$ cat src/rtl/mips_multicycle_sequencer_if.sv
// mips_multicycle_sequencer_if
//   Bus between the multi-cycle sequencer and the rest of the MIPS core.
//   Control-unit flags, ALU zero and immediates flow in. The IMEM address
//   and the phase strobes flow out.
//   master : sequencer side (drives ReadAddr and the strobes)
//   slave  : datapath / control-unit side (drives the flags and fields)
interface mips_multicycle_sequencer_if;
    logic        Branch;
    logic        Jump;
    logic        MemRead;
    logic        MemWrite;
    logic        Zero;
    logic [31:0] SEImm;
    logic [25:0] JumpValue;
    logic [7:0]  ReadAddr;
    logic        IRWrite;
    logic        MemEn;
    logic        RegWriteEn;

    modport master (
        input  Branch, Jump, MemRead, MemWrite, Zero, SEImm, JumpValue,
        output ReadAddr, IRWrite, MemEn, RegWriteEn
    );
    modport slave (
        output Branch, Jump, MemRead, MemWrite, Zero, SEImm, JumpValue,
        input  ReadAddr, IRWrite, MemEn, RegWriteEn
    );
endinterface

$ cat src/rtl/mips_multicycle_sequencer.sv
// mips_multicycle_sequencer
//   Owns the PC and steps each instruction through FETCH/DECODE/EXEC/MEM/WB.
//   Resolves jump and branch targets in EXEC, gates DMEM and register-file
//   writes to their phase, halts on a jump-to-self and counts retirements.
//   Optional macro SINGLE_STEP_EN adds the 'step' port (one instruction
//   per pulse from IDLE while run=0).
// Ports:
//   clk, reset  : clock, asynchronous active-high reset
//   run         : level, 1 = execute, 0 = stop at next instruction boundary
//   step        : single-step pulse (SINGLE_STEP_EN only)
//   bus         : control flags in, ReadAddr/IRWrite/MemEn/RegWriteEn out
//   state       : current state encoding
//   halted      : sticky halt indicator
//   retired     : retired-instruction count (wraps)
module mips_multicycle_sequencer #(
    parameter int PC_W  = 7,
    parameter int RET_W = 16
) (
    input  logic                         clk,
    input  logic                         reset,
    input  logic                         run,
`ifdef SINGLE_STEP_EN
    input  logic                         step,
`endif
    mips_multicycle_sequencer_if.master  bus,
    output logic [2:0]                   state,
    output logic                         halted,
    output logic [RET_W-1:0]             retired
);

    typedef enum logic [2:0] {
        S_IDLE   = 3'd0,
        S_FETCH  = 3'd1,
        S_DECODE = 3'd2,
        S_EXEC   = 3'd3,
        S_MEM    = 3'd4,
        S_WB     = 3'd5,
        S_HALT   = 3'd6
    } state_t;

    state_t            state_q, state_d;
    logic [PC_W-1:0]   pc_q, pc_d;
    logic              halted_q, halted_d;
    logic [RET_W-1:0]  retired_q, retired_d;
    logic              retire;

    logic [PC_W-1:0]   pc_plus4;
    logic [PC_W-1:0]   jump_tgt;
    logic [PC_W-1:0]   br_off;

    assign pc_plus4 = pc_q + PC_W'(4);
    // Word-aligned targets; upper immediate bits fall off because PC wraps.
    assign jump_tgt = {bus.JumpValue[PC_W-3:0], 2'b00};
    assign br_off   = {bus.SEImm[PC_W-3:0], 2'b00};

    logic unused_bits;
    assign unused_bits = ^{bus.SEImm[31:PC_W-2], bus.JumpValue[25:PC_W-2]};

    always_ff @(posedge clk or posedge reset) begin
        if (reset) begin
            state_q   <= S_IDLE;
            pc_q      <= '0;
            halted_q  <= 1'b0;
            retired_q <= '0;
        end else begin
            state_q   <= state_d;
            pc_q      <= pc_d;
            halted_q  <= halted_d;
            retired_q <= retired_d;
        end
    end

    always_comb begin
        state_d   = state_q;
        pc_d      = pc_q;
        halted_d  = halted_q;
        retired_d = retired_q;
        retire    = 1'b0;
        case (state_q)
            S_IDLE: begin
                if (run) state_d = S_FETCH;
`ifdef SINGLE_STEP_EN
                else if (step) state_d = S_FETCH;
`endif
            end
            S_FETCH:  state_d = S_DECODE;
            S_DECODE: state_d = S_EXEC;
            S_EXEC: begin
                if (bus.Jump) begin
                    if (jump_tgt == pc_q) begin
                        state_d  = S_HALT;
                        halted_d = 1'b1;
                    end else begin
                        pc_d   = jump_tgt;
                        retire = 1'b1;
                    end
                end else if (bus.Branch) begin
                    pc_d   = bus.Zero ? pc_plus4 + br_off : pc_plus4;
                    retire = 1'b1;
                end else if (bus.MemRead || bus.MemWrite) begin
                    state_d = S_MEM;
                end else begin
                    state_d = S_WB;
                end
            end
            S_MEM: begin
                // Store wins when both flags are up; flags dropping to
                // neither finishes through WB like an ALU op.
                if (bus.MemWrite) begin
                    pc_d   = pc_plus4;
                    retire = 1'b1;
                end else begin
                    state_d = S_WB;
                end
            end
            S_WB: begin
                pc_d   = pc_plus4;
                retire = 1'b1;
            end
            S_HALT:  state_d = S_HALT;
            default: state_d = S_IDLE;
        endcase
        if (retire) begin
            retired_d = retired_q + RET_W'(1);
            state_d   = run ? S_FETCH : S_IDLE;
        end
    end

    assign bus.ReadAddr   = 8'(pc_q);
    assign bus.IRWrite    = (state_q == S_FETCH);
    assign bus.MemEn      = (state_q == S_MEM);
    assign bus.RegWriteEn = (state_q == S_WB);
    assign state          = state_q;
    assign halted         = halted_q;
    assign retired        = retired_q;

endmodule

$ cat src/flat_wrapper.sv
// flat-port wrapper written by rule: the top's interface ports become plain ports
module mips_multicycle_sequencer_flat 
#(
    parameter int PC_W  = 7,
    parameter int RET_W = 16
)
  (clk, reset, run, state, halted, retired, bus_Branch, bus_Jump, bus_MemRead, bus_MemWrite, bus_Zero, bus_SEImm, bus_JumpValue, bus_ReadAddr, bus_IRWrite, bus_MemEn, bus_RegWriteEn);
  mips_multicycle_sequencer_if bus_i ();
  input  logic clk;
  input  logic reset;
  input  logic run;
  output logic [2:0] state;
  output logic halted;
  output logic [RET_W-1:0] retired;
  input wire logic [$bits(bus_i.Branch)-1:0] bus_Branch;
  input wire logic [$bits(bus_i.Jump)-1:0] bus_Jump;
  input wire logic [$bits(bus_i.MemRead)-1:0] bus_MemRead;
  input wire logic [$bits(bus_i.MemWrite)-1:0] bus_MemWrite;
  input wire logic [$bits(bus_i.Zero)-1:0] bus_Zero;
  input wire logic [$bits(bus_i.SEImm)-1:0] bus_SEImm;
  input wire logic [$bits(bus_i.JumpValue)-1:0] bus_JumpValue;
  output wire logic [$bits(bus_i.ReadAddr)-1:0] bus_ReadAddr;
  output wire logic [$bits(bus_i.IRWrite)-1:0] bus_IRWrite;
  output wire logic [$bits(bus_i.MemEn)-1:0] bus_MemEn;
  output wire logic [$bits(bus_i.RegWriteEn)-1:0] bus_RegWriteEn;
  assign bus_i.Branch = bus_Branch;
  assign bus_i.Jump = bus_Jump;
  assign bus_i.MemRead = bus_MemRead;
  assign bus_i.MemWrite = bus_MemWrite;
  assign bus_i.Zero = bus_Zero;
  assign bus_i.SEImm = bus_SEImm;
  assign bus_i.JumpValue = bus_JumpValue;
  assign bus_ReadAddr = bus_i.ReadAddr;
  assign bus_IRWrite = bus_i.IRWrite;
  assign bus_MemEn = bus_i.MemEn;
  assign bus_RegWriteEn = bus_i.RegWriteEn;
  mips_multicycle_sequencer #(.PC_W(PC_W), .RET_W(RET_W)) u_core (.clk(clk), .reset(reset), .run(run), .bus(bus_i), .state(state), .halted(halted), .retired(retired));
endmodule
$ cat config.mk
export PLATFORM = sky130hd
export DESIGN_NAME = mips_multicycle_sequencer_flat
export DESIGN_NICKNAME = d
export VERILOG_FILES = /design/src/rtl/mips_multicycle_sequencer_if.sv /design/src/rtl/mips_multicycle_sequencer.sv /design/src/flat_wrapper.sv
export SDC_FILE = /design/constraint.sdc
export NUM_CORES = 1
export LEC_CHECK = 0
export BUFFER_PORTS_ARGS = -buffer_cell sky130_fd_sc_hd__buf_2
export CAP_MARGIN = 10
export CORE_UTILIZATION = 35
export DETAILED_ROUTE_END_ITERATION = 8
export PLACE_DENSITY = 0.64
export SLEW_MARGIN = 20
export SYNTH_ARGS = -nofsm -noshare
export SYNTH_HDL_FRONTEND = slang
export SYNTH_SLANG_ARGS = --single-unit
$ cat constraint.sdc
create_clock -name clk -period 2.3 [get_ports clk]
set_input_delay 0.115 -clock clk [delete_from_list [all_inputs] [get_ports clk]]
set_output_delay 0.115 -clock clk [all_outputs]
set_load 0.1 [all_outputs]
Word-level counts from Yosys, hierarchy flattened
Cells that the tools add are included.
- $add $sub $neg: 3
- equal/unequal tests: 15
- multiplexer cells: 20
- reduce and logical (&&, ||, !) cells: 6
- operators with widths (cell ; count):
    $mux 7 ; 5
    $pmux 3 s7 ; 1
    $pmux 7 s3 ; 1
    $mux 3 ; 6
    $add 16x1->16 const B ; 1
    $eq 3x3->1 const B ; 3
    $add 7x3->7 const B ; 1
    $add 7x7->7 ; 1
    $eq 7x7->1 ; 1
    $eq 3x2->1 const B ; 2
    $mux 1 ; 6
    $ne 3x2->1 const B ; 2
    $ne 3x3->1 const B ; 2
    $reduce_and 5->1 ; 1
    $ne 4x2->1 const B ; 1
    $ne 4x3->1 const B ; 1
    $reduce_and 4->1 ; 1
    $eq 3x1->1 const B ; 1
    $logic_not 3->1 ; 1
    $pmux 1 s3 ; 1
    $reduce_and 3->1 ; 1
    $reduce_bool 3->1 ; 1
    $ne 2x1->1 const B ; 1
    $ne 2x2->1 const B ; 1
    $logic_or 1x1->1 ; 1
- register bits after elaboration: 27
- input port bits: 66
- output and inout bits: 31
- word-level logic and storage cells: 48

Longest topological paths before layout
Gate-level depths: netlist (run 1).
- depth after elaboration: 6
- depth in mapped cells: 8
- mapped depth without buffers: 8

Least setup slack after synthesis (run 1)
No wires, ideal clock.
- path type: register to output
- from: register u_core.state_q[0], in the netlist u_core.state[0]
- to: output bus_IRWrite
- arrival time: 3.447 ns
- data required time: 2.185 ns
- slack: -1.262 ns
- cell stages (with the launch flop): 3
- buffers on the path: 1
- cells stage by stage: dfrtp_1 buf_2 nor3b_1
- cells in the longest elaborated chain, start to end: 1
- ends and longest elaborated chain (item ; RTL line ; RTL):
    start: declaration ; mips_multicycle_sequencer.sv:41 ; state_t state_q, state_d;
    start signal: assignment ; mips_multicycle_sequencer.sv:66 ; state_q <= state_d;
    $eq 3x1->1 ; mips_multicycle_sequencer.sv:130 ; assign bus.IRWrite = (state_q == S_FETCH);
    end: declaration ; flat_wrapper.sv:23 ; output wire logic [$bits(bus_i.IRWrite)-1:0] bus_IRWrite;
Every way passes these cells.

Final worst setup path (run 1)
- from: register u_core.pc_q[3]
- to: register u_core.pc_q[5]
- cells in the longest elaborated chain, start to end: 6
- elaborated cells on any way between the ends: 10
- those cells by class: add/sub: 2; eq/ne: 2; mux: 5; reduce/logical: 1
- ends and longest elaborated chain (item ; RTL line ; RTL):
    start: declaration ; mips_multicycle_sequencer.sv:42 ; logic [PC_W-1:0] pc_q, pc_d;
    start signal: assignment ; mips_multicycle_sequencer.sv:67 ; pc_q <= pc_d;
    $add 7x3->7 ; mips_multicycle_sequencer.sv:51 ; assign pc_plus4 = pc_q + PC_W'(4);
    $add 7x7->7 ; mips_multicycle_sequencer.sv:98 ; pc_d = bus.Zero ? pc_plus4 + br_off : pc_plus4;
    $mux 7 ; mips_multicycle_sequencer.sv:98 ;
    $mux 7 ; mips_multicycle_sequencer.sv:97 ; end else if (bus.Branch) begin
    $mux 7 ; mips_multicycle_sequencer.sv:89 ; if (bus.Jump) begin
    $pmux 7 s3 ; mips_multicycle_sequencer.sv:79 ; case (state_q)
Several ways; a longest one is shown, not always the timed one. The select of a mux whose other input is x is not followed.
A chain may end at the register's enable or synchronous reset.

==> results of run 1 <==
worst max-delay path by stage:
stage,from,to,slack (ps),cells after the start
floorplan,u_core.state[0]$_DFFE_PP0P_,bus_IRWrite,-270,2
global placement,u_core.pc_q[3]$_DFFE_PP0P_,u_core.pc_q[5]$_DFFE_PP0P_,140,7
detailed placement,u_core.pc_q[3]$_DFFE_PP0P_,u_core.pc_q[5]$_DFFE_PP0P_,120,7
CTS,u_core.pc_q[3]$_DFFE_PP0P_,u_core.pc_q[5]$_DFFE_PP0P_,100,7
global route,u_core.pc_q[3]$_DFFE_PP0P_,u_core.pc_q[6]$_DFFE_PP0P_,20,8
finish,u_core.pc_q[3]$_DFFE_PP0P_,u_core.pc_q[5]$_DFFE_PP0P_,110,7
area by class of cell:
type | count | area, um^2 | share of cell area, %
clock buffers | 3 | 41.3 | 2.17
clock inverters | 1 | 5.00 | 0.263
inverters | 7 | 26.3 | 1.38
multi-input cells | 122 | 866 | 45.4
flip-flops and latches | 25 | 637 | 33.4
well taps | 52 | 65.1 | 3.41
repair buffers | 50 | 265 | 13.9
Yosys cell counts (2+ instances only):
cell	n
inv_1	7
clkbuf_1	2
a21oi_1	10
o31a_1	2
o22ai_1	2
xor2_1	4
nand3_1	11
nand4_1	8
o221ai_1	3
nor3_1	3
and3_1	6
nor2_1	11
xnor2_1	21
and2_1	2
ha_1	6
nand2_1	9
mux2_4	2
buf_6	3
buf_4	4
dfrtp_1	25
o21ai_0	2
repair_timing:
item	4_1_cts	5_1_grt
hold endpoints to repair	9	0
buffers inserted	0	0
hold buffers	1	0
registers in the layout, summed over array words and instances, names as in the netlist:
register / cells
u_core.retired: 16
u_core.pc_q: 5
u_core.state: 3
u_core.halted: 1
cell usage in the layout, fill, tap and decap left out, types with 2 or more instances in the layout:
master	instances
clkbuf_8	3
nor2_1	10
a21oi_1	10
nand2_1	9
buf_2	45
buf_4	4
nor3_1	3
inv_1	7
o31a_1	2
dfrtp_1	20
o221ai_1	3
conb_1	3
mux2_4	2
nand4_1	8
dfrtp_2	3
o21ai_0	2
nand3_1	11
o22ai_1	2
and3_1	6
xor2_1	4
ha_1	5
xnor2_1	21
dfrtp_4	2
and2_1	2
stage by stage:
step / cells / setup TNS [ps] / instance area, um^2
2_1_floorplan: 164 / -266 / 1610
3_3_place_gp: 255 / 0 / 1850
4_1_cts: 260 / 0 / 1910
6_report: 260 / 0 / 1910
5_1_grt: 260 / 0 / 1910
3_5_place_dp: 255 / 0 / 1850
cells by family (layout without fill, tap and decap cells):
kind of cell    count (synthesis)  in the layout  synth area share (%)
compound gates                 28             28                  12.3
xor+xnor                       25             25                  13.9
fa+ha+maj                       7              7                  6.03
buf+inv                        17             61                  6.51
flops                          25             25                  39.7
mux                             3              3                  2.54
other cells                     1              3                 0.238
simple gates                   56             56                  18.8
metal layers:
| metal | GRT usage [%] | vias to the layer above |
|---|---|---|
| met1 | 20.7 | 623 |
| met4 | 4.76 | 0 |
| li1 | - | 655 |
| met5 | 0 | - |
| met2 | 23.3 | 27 |
| met3 | 1.61 | 2 |
power groups by stage:
stage               clock network, mW  registers (mW)  logic (mW)
finish                          0.264           0.752        2.20
global route                    0.286           0.780        2.35
CTS                             0.270           0.756        2.21
detailed placement                  0           0.762        2.21
global placement                    0           0.759        2.19
floorplan                           0            1.54        1.11
==> flow_results.xml, run 1 <==
<?xml version="1.0" encoding="UTF-8"?>
<metrics>
  <group name="outcome">
    <metric name="outcome" unit="">finished, final reports clean</metric>
  </group>
  <group name="pwr">
    <metric name="p_switching" unit="mW">1.91</metric>
    <metric name="power.density_cell_area" unit="nW/um^2">1690</metric>
    <metric name="fin_total_pwr" unit="mW">3.22</metric>
    <metric name="fraction_of_power_spent_switching_nets" unit="%">59.4</metric>
    <metric name="clockPowerShare" unit="%">8.2</metric>
    <metric name="pwr-share-comb" unit="%">68.4</metric>
    <metric name="power_leakage" unit="nW">0.910</metric>
    <metric name="internal_cell_power" unit="mW">1.31</metric>
    <metric name="ir_worst_vdd" unit="mV">1.03</metric>
    <metric name="sequentialPowerShare" unit="%">23.4</metric>
  </group>
  <group name="sta">
    <metric name="hold_viol" unit="">0</metric>
    <metric name="finalCriticalPeriod" unit="ps">2190</metric>
    <metric name="timing.final.max_slew_violations" unit="">0</metric>
    <metric name="final_setup_margin" unit="ps">105</metric>
    <metric name="final.period_utilization" unit="%">95.4</metric>
    <metric name="final.hold.worst_slack" unit="ps">75.9</metric>
    <metric name="rsz0062_at_grt" unit="">false</metric>
    <metric name="finalSetupViolations" unit="">0</metric>
    <metric name="clock_skew" unit="ps">7.85</metric>
    <metric name="max_clock_freq" unit="MHz">456</metric>
  </group>
  <group name="placed_design">
    <metric name="dpl_worst_slack" unit="ps">117</metric>
    <metric name="numPortBuffers" unit="">45</metric>
    <metric name="detailedPlacementHpwl" unit="um">2550</metric>
    <metric name="place.gp.congestion" unit="">0.806</metric>
  </group>
  <group name="routing">
    <metric name="dr_wl_met3" unit="um">124</metric>
    <metric name="initialDrtViolationCount" unit="">63</metric>
    <metric name="detailroute.via_count" unit="">1307</metric>
    <metric name="avgRoutedWirePerCell" unit="um">12.9</metric>
    <metric name="met2RoutedLength" unit="um">1620</metric>
    <metric name="drt-met1-wl" unit="um">1600</metric>
    <metric name="drt_first_pass_iters" unit="">4</metric>
    <metric name="drt-total-wl" unit="um">3360</metric>
    <metric name="antenna_violating_nets_post_route" unit="">0</metric>
    <metric name="vias_per_cell" unit="">5.03</metric>
    <metric name="drc" unit="">0</metric>
    <metric name="top_layer_used" unit="">met4</metric>
  </group>
  <group name="synth">
    <metric name="yosysTopAreaCellShare" unit="%">39.7</metric>
    <metric name="synth_top_area_cell" unit="">dfrtp_1</metric>
    <metric name="synth.cell_area" unit="um^2">1580</metric>
    <metric name="synth-seq-area-share" unit="%">39.7</metric>
    <metric name="syn_avg_cell_area" unit="um^2">9.73</metric>
    <metric name="synth.top_cells.by_area" unit="">dfrtp_1 40%, xnor2_1 12%, ha_1 4.8%</metric>
    <metric name="ys_dominant_reg_cell" unit="">dfrtp_1</metric>
    <metric name="synth_enable_flop_cells" unit="">0</metric>
    <metric name="syn-instance-count" unit="">162</metric>
    <metric name="synth-seq-cells" unit="">25</metric>
    <metric name="synth_warnings" unit="">0</metric>
    <metric name="postSynth.asyncResetShare" unit="%">100</metric>
    <metric name="yosys.cell_types.count" unit="">40</metric>
  </group>
  <group name="critical_path">
    <metric name="path_buf_inv" unit="">0</metric>
    <metric name="critical_path.reg2reg.endpoint" unit="">u_core.pc_q[5]$_DFFE_PP0P_</metric>
    <metric name="crit_path_start_kind" unit="">flop</metric>
    <metric name="critical_path_endpoint_category" unit="">flop</metric>
    <metric name="data_arrival_critical_path" unit="ps">2350</metric>
    <metric name="worstPathCellList" unit="">ha_2 &gt; ha_1 &gt; a21o_1 &gt; a21oi_1 &gt; xor2_1 &gt; a41oi_1 &gt; mux2_4</metric>
    <metric name="timing_worst_setup_path_type" unit="">reg -&gt; reg</metric>
    <metric name="critical_path_required" unit="ps">2460</metric>
    <metric name="timing.critical_path.max_delay_family" unit="">adder cells</metric>
    <metric name="reg2reg_slack" unit="ps">110</metric>
    <metric name="max_stage_delay" unit="ps">520</metric>
    <metric name="cpMaxStageDelayCell" unit="">dfrtp_4</metric>
    <metric name="critical_path.max_fanout" unit="">5</metric>
    <metric name="reg2regPathDepth" unit="">7</metric>
    <metric name="r2r_start" unit="">u_core.pc_q[3]$_DFFE_PP0P_</metric>
  </group>
  <group name="worst_hold_path">
    <metric name="hold_path.class" unit="">in -&gt; reg</metric>
    <metric name="timing.hold.worst.start" unit="">run</metric>
    <metric name="hold_crit_depth" unit="">2</metric>
    <metric name="holdPathEnd" unit="">u_core.state[0]$_DFFE_PP0P_</metric>
  </group>
  <group name="grt">
    <metric name="antenna_violations_before_repair" unit="">0</metric>
    <metric name="track_usage" unit="%">14.6</metric>
    <metric name="wire_length_of_the_first_global_routing_pass" unit="um">5780</metric>
    <metric name="number_of_global_route_vias_before_repair" unit="">1240</metric>
    <metric name="pin_count_of_the_biggest_net_entering_global_routing" unit="">21</metric>
    <metric name="globalRouteOverflowTotal" unit="">0</metric>
  </group>
  <group name="clock_tree">
    <metric name="root_buffer" unit="">clkbuf_8</metric>
    <metric name="count_of_h_tree_levels_built_during_cts" unit="">1</metric>
    <metric name="cts_max_path_buffers" unit="">2</metric>
    <metric name="post_cts_resize_count" unit="">0</metric>
    <metric name="tritoncts.num_buffers" unit="">3</metric>
    <metric name="clock-sinks" unit="">25</metric>
    <metric name="worst_setup_hold_path_clk_slew" unit="ps">90</metric>
    <metric name="tritoncts" unit="">done</metric>
    <metric name="worst_skew_pair.late_latency" unit="ps">270</metric>
  </group>
  <group name="floorplan">
    <metric name="die_w" unit="um">69.1</metric>
    <metric name="io-pin-count" unit="">97</metric>
    <metric name="initial_utilization" unit="%">36.2</metric>
    <metric name="die_area" unit="um^2">4780</metric>
    <metric name="fp.dieH" unit="um">69.1</metric>
    <metric name="placementRows" unit="">24</metric>
    <metric name="floorplan_core_area" unit="um^2">4350</metric>
  </group>
  <group name="layout">
    <metric name="antennaDiodeCount" unit="">0</metric>
    <metric name="final_nets" unit="">282</metric>
    <metric name="relative_area_change_from_synthesis_to_final_layout" unit="%">20.9</metric>
    <metric name="post_route_cells_drive_above_1_share" unit="%">31.7</metric>
    <metric name="utilization" unit="%">43.8</metric>
    <metric name="layout.filler_cells" unit="">434</metric>
  </group>
  <group name="job">
    <metric name="max-cap-violations" unit="">0</metric>
  </group>
</metrics>
Power figures use the tool's default switching activity.
==> inputs of run 2 (changes only) <==
--- a/config.mk
+++ b/config.mk
@@ -8,7 +8,8 @@
 export BUFFER_PORTS_ARGS = -buffer_cell sky130_fd_sc_hd__buf_2
 export CAP_MARGIN = 10
-export CORE_UTILIZATION = 35
+export CORE_MARGIN = 2
+export CORE_UTILIZATION = 43
 export DETAILED_ROUTE_END_ITERATION = 8
-export PLACE_DENSITY = 0.64
+export PLACE_DENSITY = 0.77
 export SLEW_MARGIN = 20
 export SYNTH_ARGS = -nofsm -noshare
==> constraint.sdc (replaced) <==
create_clock -name clk -period 2.3 [get_ports clk]
set_input_delay 0.115 -clock clk [delete_from_list [all_inputs] [get_ports clk]]
set_output_delay 0.115 -clock clk [all_outputs]
set_load 0.005 [all_outputs]
==> run 2 against run 1 <==
Effect of this change:
- critical path depth unchanged
- setup slack improved by 62 ps
- register-to-register slack improved by 60 ps
- largest cell class unchanged
==> flow_results.xml, run 2 (same netlist as run 1, synthesis figures left out) <==
<?xml version="1.0" encoding="UTF-8"?>
<metrics>
  <group name="floorplan">
    <metric name="floorplan_core_area" unit="um^2">3420</metric>
    <metric name="placementRows" unit="">21</metric>
    <metric name="io-pin-count" unit="">97</metric>
    <metric name="initial_utilization" unit="%">46.2</metric>
    <metric name="die_w" unit="um">64.6</metric>
    <metric name="die_area" unit="um^2">4170</metric>
    <metric name="fp.dieH" unit="um">64.6</metric>
  </group>
  <group name="grt">
    <metric name="globalRouteOverflowTotal" unit="">0</metric>
    <metric name="number_of_global_route_vias_before_repair" unit="">1212</metric>
    <metric name="wire_length_of_the_first_global_routing_pass" unit="um">5650</metric>
    <metric name="antenna_violations_before_repair" unit="">0</metric>
    <metric name="pin_count_of_the_biggest_net_entering_global_routing" unit="">28</metric>
    <metric name="track_usage" unit="%">17.1</metric>
  </group>
  <group name="routing">
    <metric name="drc" unit="">0</metric>
    <metric name="drt-total-wl" unit="um">3350</metric>
    <metric name="drt_first_pass_iters" unit="">4</metric>
    <metric name="vias_per_cell" unit="">5.27</metric>
    <metric name="antenna_violating_nets_post_route" unit="">0</metric>
    <metric name="initialDrtViolationCount" unit="">78</metric>
    <metric name="detailroute.via_count" unit="">1349</metric>
    <metric name="avgRoutedWirePerCell" unit="um">13.1</metric>
  </group>
  <group name="layout">
    <metric name="utilization" unit="%">55.4</metric>
    <metric name="final_nets" unit="">284</metric>
    <metric name="post-route-cell-area" unit="um^2">1890</metric>
    <metric name="post_route_cells_drive_above_1_share" unit="%">28.1</metric>
    <metric name="largest_register_ffs" unit="">16</metric>
    <metric name="mostFrequentLayoutCells" unit="">45 x buf_2, 25 x dfrtp_1, 21 x xnor2_1</metric>
    <metric name="layout.filler_cells" unit="">328</metric>
    <metric name="mostFrequentLayoutCell" unit="">buf_2</metric>
    <metric name="antennaDiodeCount" unit="">0</metric>
    <metric name="finalNonFillerCells" unit="">256</metric>
    <metric name="relative_area_change_from_synthesis_to_final_layout" unit="%">20.0</metric>
  </group>
  <group name="sta">
    <metric name="final.period_utilization" unit="%">92.7</metric>
    <metric name="timing.final.max_slew_violations" unit="">0</metric>
    <metric name="final.hold.worst_slack" unit="ps">101</metric>
    <metric name="max_clock_freq" unit="MHz">469</metric>
    <metric name="hold_viol" unit="">0</metric>
    <metric name="finalSetupViolations" unit="">0</metric>
    <metric name="rsz0062_at_grt" unit="">false</metric>
    <metric name="finalCriticalPeriod" unit="ps">2130</metric>
    <metric name="clock_skew" unit="ps">10.2</metric>
    <metric name="final_setup_margin" unit="ps">167</metric>
    <metric name="setup-tns-final" unit="ps">0</metric>
  </group>
  <group name="placed_design">
    <metric name="place.gp.congestion" unit="">0.811</metric>
    <metric name="cell_area_after_placement" unit="um^2">1840</metric>
    <metric name="numPortBuffers" unit="">45</metric>
    <metric name="numPlacedInstances" unit="">250</metric>
    <metric name="detailedPlacementHpwl" unit="um">2460</metric>
    <metric name="dpl_worst_slack" unit="ps">185</metric>
  </group>
  <group name="pwr">
    <metric name="fin_total_pwr" unit="mW">2.21</metric>
    <metric name="power.density_cell_area" unit="nW/um^2">1170</metric>
    <metric name="ir_worst_vdd" unit="mV">0.642</metric>
    <metric name="power_leakage" unit="nW">0.918</metric>
  </group>
  <group name="critical_path">
    <metric name="cpMaxStageDelayCell" unit="">dfrtp_1</metric>
    <metric name="timing.critical_path.max_delay_family" unit="">adder cells</metric>
    <metric name="critPathMostFrequentCell" unit="">ha_1</metric>
    <metric name="timing_worst_setup_path_type" unit="">reg -&gt; reg</metric>
    <metric name="worstPathCellList" unit="">ha_1 &gt; ha_1 &gt; a21o_1 &gt; a21oi_1 &gt; xor2_1 &gt; a41oi_1 &gt; mux2_4</metric>
    <metric name="critical_path_required" unit="ps">2530</metric>
    <metric name="max_stage_delay" unit="ps">430</metric>
    <metric name="data_arrival_critical_path" unit="ps">2370</metric>
    <metric name="crit_path_start_kind" unit="">flop</metric>
    <metric name="critical_path_endpoint_category" unit="">flop</metric>
    <metric name="critical_path.max_fanout" unit="">4</metric>
    <metric name="path_buf_inv" unit="">0</metric>
  </group>
  <group name="job">
    <metric name="max-cap-violations" unit="">0</metric>
  </group>
  <group name="clock_tree">
    <metric name="tritoncts" unit="">done</metric>
    <metric name="cts_max_path_buffers" unit="">2</metric>
    <metric name="worst_setup_hold_path_clk_slew" unit="ps">150</metric>
    <metric name="count_of_h_tree_levels_built_during_cts" unit="">1</metric>
    <metric name="worst_skew_pair.late_latency" unit="ps">330</metric>
    <metric name="tritoncts.num_buffers" unit="">3</metric>
    <metric name="root_buffer" unit="">clkbuf_4</metric>
    <metric name="clock-sinks" unit="">25</metric>
  </group>
  <group name="worst_hold_path">
    <metric name="hold_path.class" unit="">in -&gt; reg</metric>
  </group>
  <group name="outcome">
    <metric name="outcome" unit="">finished, final reports clean</metric>
  </group>
</metrics>
## run 2: timing repair
action / 4_1_cts / 5_1_grt
setup buffers: 0 / 0
gates resized for setup: 0 / 0
hold buffers: 1 / 1
hold endpoints to repair: 25 / 1
## run 2: worst min-delay path, stage by stage
cell and delay [ps]:
buf_2 150, nand2_1 70, o41ai_1 70
## run 2: cell type report
class | count | area (um^2) | area share, %
clock inverters | 1 | 8.76 | 0.463
clock buffers | 3 | 22.5 | 1.19
repair buffers | 52 | 295 | 15.6
well taps | 46 | 57.6 | 3.04
flip-flops and latches | 25 | 626 | 33.1
inverters | 7 | 26.3 | 1.39
multi-input cells | 122 | 856 | 45.2
## run 2: report_power, final
part           switching [mW]  internal, mW
logic                   0.634         0.626
registers               0.176         0.558
clock network           0.141        0.0708
## run 2: final timing paths
kind,slack [ps],to,cells after the start,from
max reg2reg,170,u_core.pc_q[5]$_DFFE_PP0P_,7,u_core.pc_q[2]$_DFFE_PP0P_
min,100,u_core.halted$_DFFE_PP0P_,3,bus_Jump
max in group asynchronous,1690,u_core.halted$_DFFE_PP0P_,4,reset
min in group asynchronous,360,u_core.retired[10]$_DFFE_PP0P_,4,reset
max,170,u_core.pc_q[5]$_DFFE_PP0P_,7,u_core.pc_q[2]$_DFFE_PP0P_
min reg2reg,480,u_core.retired[15]$_DFFE_PP0P_,1,u_core.retired[15]$_DFFE_PP0P_
## run 2: layer usage
| metal | global-route usage, % | vias to the layer above | wire length (um) |
|---|---|---|---|
| met4 | 4.26 | 0 | 14 |
| met3 | 4.17 | 2 | 195 |
| li1 | - | 667 | - |
| met5 | 0 | - | 0 |
| met1 | 23.2 | 639 | 1600 |
| met2 | 27.3 | 41 | 1540 |
==> inputs of run 3 (changes only) <==
--- a/config.mk
+++ b/config.mk
@@ -6,10 +6,11 @@
 export NUM_CORES = 1
 export LEC_CHECK = 0
+export ABC_AREA = 1
 export BUFFER_PORTS_ARGS = -buffer_cell sky130_fd_sc_hd__buf_2
 export CAP_MARGIN = 10
 export CORE_MARGIN = 2
-export CORE_UTILIZATION = 43
+export CORE_UTILIZATION = 46
 export DETAILED_ROUTE_END_ITERATION = 8
-export PLACE_DENSITY = 0.77
+export PLACE_DENSITY = 0.78
 export SLEW_MARGIN = 20
 export SYNTH_ARGS = -nofsm -noshare
==> constraint.sdc (replaced) <==
create_clock -name clk -period 2.3 [get_ports clk]
set_input_delay 0.115 -clock clk [delete_from_list [all_inputs] [get_ports clk]]
set_output_delay 0.115 -clock clk [all_outputs]
set_load 0.05 [all_outputs]
==> run 3 against run 2 <==
Effect of this change:
- first-iteration DRC count is 12% lower
- synthesized cell count is 57% higher
- sequential share of layout area is 4.1 points lower
- critical path depth is 4 higher
- synthesized area is 18% higher
- worst hold slack better by 2.7 ps
- maximum frequency is 2.8% higher
- clock skew is 3.5 ps lower
- largest power group unchanged
- highest routed layer unchanged
==> flow_results.xml, run 3 <==
<?xml version="1.0" encoding="UTF-8"?>
<metrics>
  <group name="outcome">
    <metric name="outcome" unit="">finished, final reports clean</metric>
  </group>
  <group name="pwr">
    <metric name="p_switching" unit="mW">1.92</metric>
    <metric name="pwr-share-comb" unit="%">65.5</metric>
    <metric name="sequentialPowerShare" unit="%">26.5</metric>
    <metric name="power_leakage" unit="nW">1.14</metric>
    <metric name="power.density_cell_area" unit="nW/um^2">1510</metric>
    <metric name="ir_worst_vdd" unit="mV">0.777</metric>
    <metric name="internal_cell_power" unit="mW">1.33</metric>
    <metric name="fraction_of_power_spent_switching_nets" unit="%">59.1</metric>
    <metric name="clockPowerShare" unit="%">8.0</metric>
  </group>
  <group name="placed_design">
    <metric name="place.gp.congestion" unit="">0.826</metric>
    <metric name="detailedPlacementHpwl" unit="um">3070</metric>
    <metric name="numPortBuffers" unit="">45</metric>
    <metric name="dpl_worst_slack" unit="ps">245</metric>
  </group>
  <group name="synth">
    <metric name="synth-seq-area-share" unit="%">33.5</metric>
    <metric name="yosys.cell_types.count" unit="">30</metric>
    <metric name="synth_warnings" unit="">0</metric>
    <metric name="synth_top_area_cell" unit="">dfrtp_1</metric>
    <metric name="syn-instance-count" unit="">254</metric>
    <metric name="synth.most_common_cell" unit="">nand2_1</metric>
    <metric name="synth_commonest_cells" unit="">58 x nand2_1, 35 x inv_1, 25 x dfrtp_1, 23 x o21ai_0, 20 x nand3_1</metric>
    <metric name="syn_avg_cell_area" unit="um^2">7.35</metric>
    <metric name="synth-seq-cells" unit="">25</metric>
    <metric name="postSynth.asyncResetShare" unit="%">100</metric>
    <metric name="synth.cell_area" unit="um^2">1870</metric>
    <metric name="synth_enable_flop_cells" unit="">0</metric>
    <metric name="synth.top_cells.by_area" unit="">dfrtp_1 33%, nand2_1 12%, inv_1 7.0%</metric>
    <metric name="yosysTopAreaCellShare" unit="%">33.5</metric>
    <metric name="ys_dominant_reg_cell" unit="">dfrtp_1</metric>
  </group>
  <group name="routing">
    <metric name="antenna_violating_nets_post_route" unit="">0</metric>
    <metric name="drt-total-wl" unit="um">4020</metric>
    <metric name="drc" unit="">0</metric>
    <metric name="initialDrtViolationCount" unit="">69</metric>
    <metric name="avgRoutedWirePerCell" unit="um">11.5</metric>
    <metric name="vias_per_cell" unit="">5.03</metric>
    <metric name="drt_first_pass_iters" unit="">4</metric>
    <metric name="detailroute.via_count" unit="">1757</metric>
  </group>
  <group name="layout">
    <metric name="final_nets" unit="">373</metric>
    <metric name="mostFrequentLayoutCell" unit="">nand2_1</metric>
    <metric name="post_route_cells_drive_above_1_share" unit="%">22.1</metric>
    <metric name="largest_register_ffs" unit="">16</metric>
    <metric name="layout.filler_cells" unit="">370</metric>
    <metric name="mostFrequentLayoutCells" unit="">58 x nand2_1, 45 x buf_2, 35 x inv_1</metric>
    <metric name="antennaDiodeCount" unit="">0</metric>
    <metric name="relative_area_change_from_synthesis_to_final_layout" unit="%">15.7</metric>
  </group>
  <group name="critical_path">
    <metric name="critical_path_endpoint_category" unit="">flop</metric>
    <metric name="critical_path.max_fanout" unit="">5</metric>
    <metric name="critical_path_required" unit="ps">2440</metric>
    <metric name="timing_worst_setup_path_type" unit="">reg -&gt; reg</metric>
    <metric name="data_arrival_critical_path" unit="ps">2220</metric>
    <metric name="reg2reg_slack" unit="ps">220</metric>
    <metric name="crit_path_start_kind" unit="">flop</metric>
  </group>
  <group name="sta">
    <metric name="finalSetupViolations" unit="">0</metric>
    <metric name="final_setup_margin" unit="ps">224</metric>
    <metric name="timing.final.max_slew_violations" unit="">0</metric>
    <metric name="final.period_utilization" unit="%">90.3</metric>
    <metric name="worst_slew_pin_slew" unit="ps">572</metric>
    <metric name="rsz0062_at_grt" unit="">false</metric>
    <metric name="clock_skew" unit="ps">6.72</metric>
    <metric name="finalCriticalPeriod" unit="ps">2080</metric>
    <metric name="max_slew_margin" unit="%">61.5</metric>
    <metric name="setup-tns-final" unit="ps">0</metric>
    <metric name="hold_viol" unit="">0</metric>
    <metric name="max_clock_freq" unit="MHz">482</metric>
  </group>
  <group name="floorplan">
    <metric name="die_area" unit="um^2">4590</metric>
    <metric name="initial_utilization" unit="%">47.4</metric>
    <metric name="placementRows" unit="">23</metric>
    <metric name="io-pin-count" unit="">97</metric>
    <metric name="floorplan_core_area" unit="um^2">3940</metric>
    <metric name="die_w" unit="um">67.7</metric>
    <metric name="fp.dieH" unit="um">67.7</metric>
  </group>
  <group name="grt">
    <metric name="track_usage" unit="%">18.2</metric>
    <metric name="number_of_global_route_vias_before_repair" unit="">1494</metric>
    <metric name="antenna_violations_before_repair" unit="">0</metric>
    <metric name="pin_count_of_the_biggest_net_entering_global_routing" unit="">33</metric>
    <metric name="globalRouteOverflowTotal" unit="">0</metric>
    <metric name="wire_length_of_the_first_global_routing_pass" unit="um">6350</metric>
  </group>
  <group name="job">
    <metric name="max-cap-violations" unit="">0</metric>
  </group>
  <group name="clock_tree">
    <metric name="cts_max_path_buffers" unit="">2</metric>
    <metric name="clock-sinks" unit="">25</metric>
    <metric name="tritoncts" unit="">done</metric>
    <metric name="count_of_h_tree_levels_built_during_cts" unit="">1</metric>
    <metric name="worst_skew_pair.late_latency" unit="ps">270</metric>
    <metric name="cts_setup_buffers" unit="">0</metric>
    <metric name="tritoncts.num_buffers" unit="">3</metric>
    <metric name="root_buffer" unit="">clkbuf_8</metric>
    <metric name="worst_setup_hold_path_clk_slew" unit="ps">90</metric>
  </group>
  <group name="worst_hold_path">
    <metric name="hold_path.class" unit="">in -&gt; reg</metric>
  </group>
</metrics>
run 3: final cells by class:
type | instances | area, um^2 | share of cell area [%]
clock buffers | 4 | 45.0 | 2.08
inverters | 37 | 139 | 6.43
multi-input cells | 186 | 1050 | 48.4
flip-flops and latches | 25 | 626 | 29.0
well taps | 50 | 62.6 | 2.90
repair buffers | 47 | 243 | 11.2
run 3: worst paths after layout:
check,start,end,cells past startpoint
worst max-delay path,u_core.pc_q[3]$_DFFE_PP0P_,u_core.pc_q[5]$_DFFE_PP0P_,11
worst min-delay path,run,u_core.state[0]$_DFFE_PP0P_,3
worst max register to register,u_core.pc_q[3]$_DFFE_PP0P_,u_core.pc_q[5]$_DFFE_PP0P_,11
worst min register to register,u_core.halted$_DFFE_PP0P_,u_core.halted$_DFFE_PP0P_,2
max in group asynchronous,reset,u_core.retired[6]$_DFFE_PP0P_,4
min in group asynchronous,reset,u_core.state[2]$_DFFE_PP0P_,4
run 3: metrics by stage:
| stage | util [%] | hold slack, ps | instance area [um^2] | total power, mW | instances |
|---|---|---|---|---|---|
| 2_1_floorplan | - | 142 | 1880 | 2.60 | 256 |
| 3_3_place_gp | 53.4 | 179 | 2110 | 2.96 | 344 |
| 3_5_place_dp | 53.4 | 182 | 2110 | 2.99 | 344 |
| 4_1_cts | 54.8 | 101 | 2160 | 3.27 | 349 |
| 5_1_grt | 54.8 | 143 | 2160 | 3.51 | 349 |
| 6_report | 54.8 | 103 | 2160 | 3.25 | 349 |
run 3: per-layer routing:
layer / vias up / part of all wire, % / routed length, um / global-route usage, %
li1: 896 / - / - / -
met1: 806 / 47 / 1890 / 24.0
met2: 48 / 46 / 1870 / 30.5
met3: 7 / 5.3 / 215 / 2.33
met4: 0 / 1.1 / 46 / 6.12
met5: - / 0 / 0 / 0
run 3: cell families (layout without fill, tap and decap cells):
logic type | after synthesis | after routing | share of synthesized area, %
and+or+nand+nor | 121 | 121 | 30.4
buffers and inverters | 45 | 88 | 10.9
AOI/OAI and AO/OA | 38 | 38 | 10.7
DFF | 25 | 25 | 33.5
xor gates and xnor gates | 17 | 17 | 9.18
adders and majority gates | 7 | 7 | 5.09
other | 1 | 3 | 0.201
run 3: power by group through the flow:
stage / Combinational (mW) / Sequential (mW) / Clock, mW
finish: 2.13 / 0.861 / 0.259
global route: 2.34 / 0.891 / 0.280
CTS: 2.14 / 0.858 / 0.269
detailed placement: 2.13 / 0.864 / 0
global placement: 2.10 / 0.860 / 0
floorplan: 1.21 / 1.40 / 0
run 3: worst max-delay path, stage by stage (launching register included):
cell     delay (ps)
dfrtp_1         450
ha_1            260
xor2_1          240
ha_1            330
a21oi_1         190
nand3_1          90
nand3_1          90
nand3_1          60
nand2_1          70
nand2_1          50
nand2_1          40
o21ai_0          80
run 3: repair_timing:
item / in CTS / in global routing
hold endpoints to repair: 25 / 0
gates resized for setup: 0 / 0
hold buffers: 1 / 0
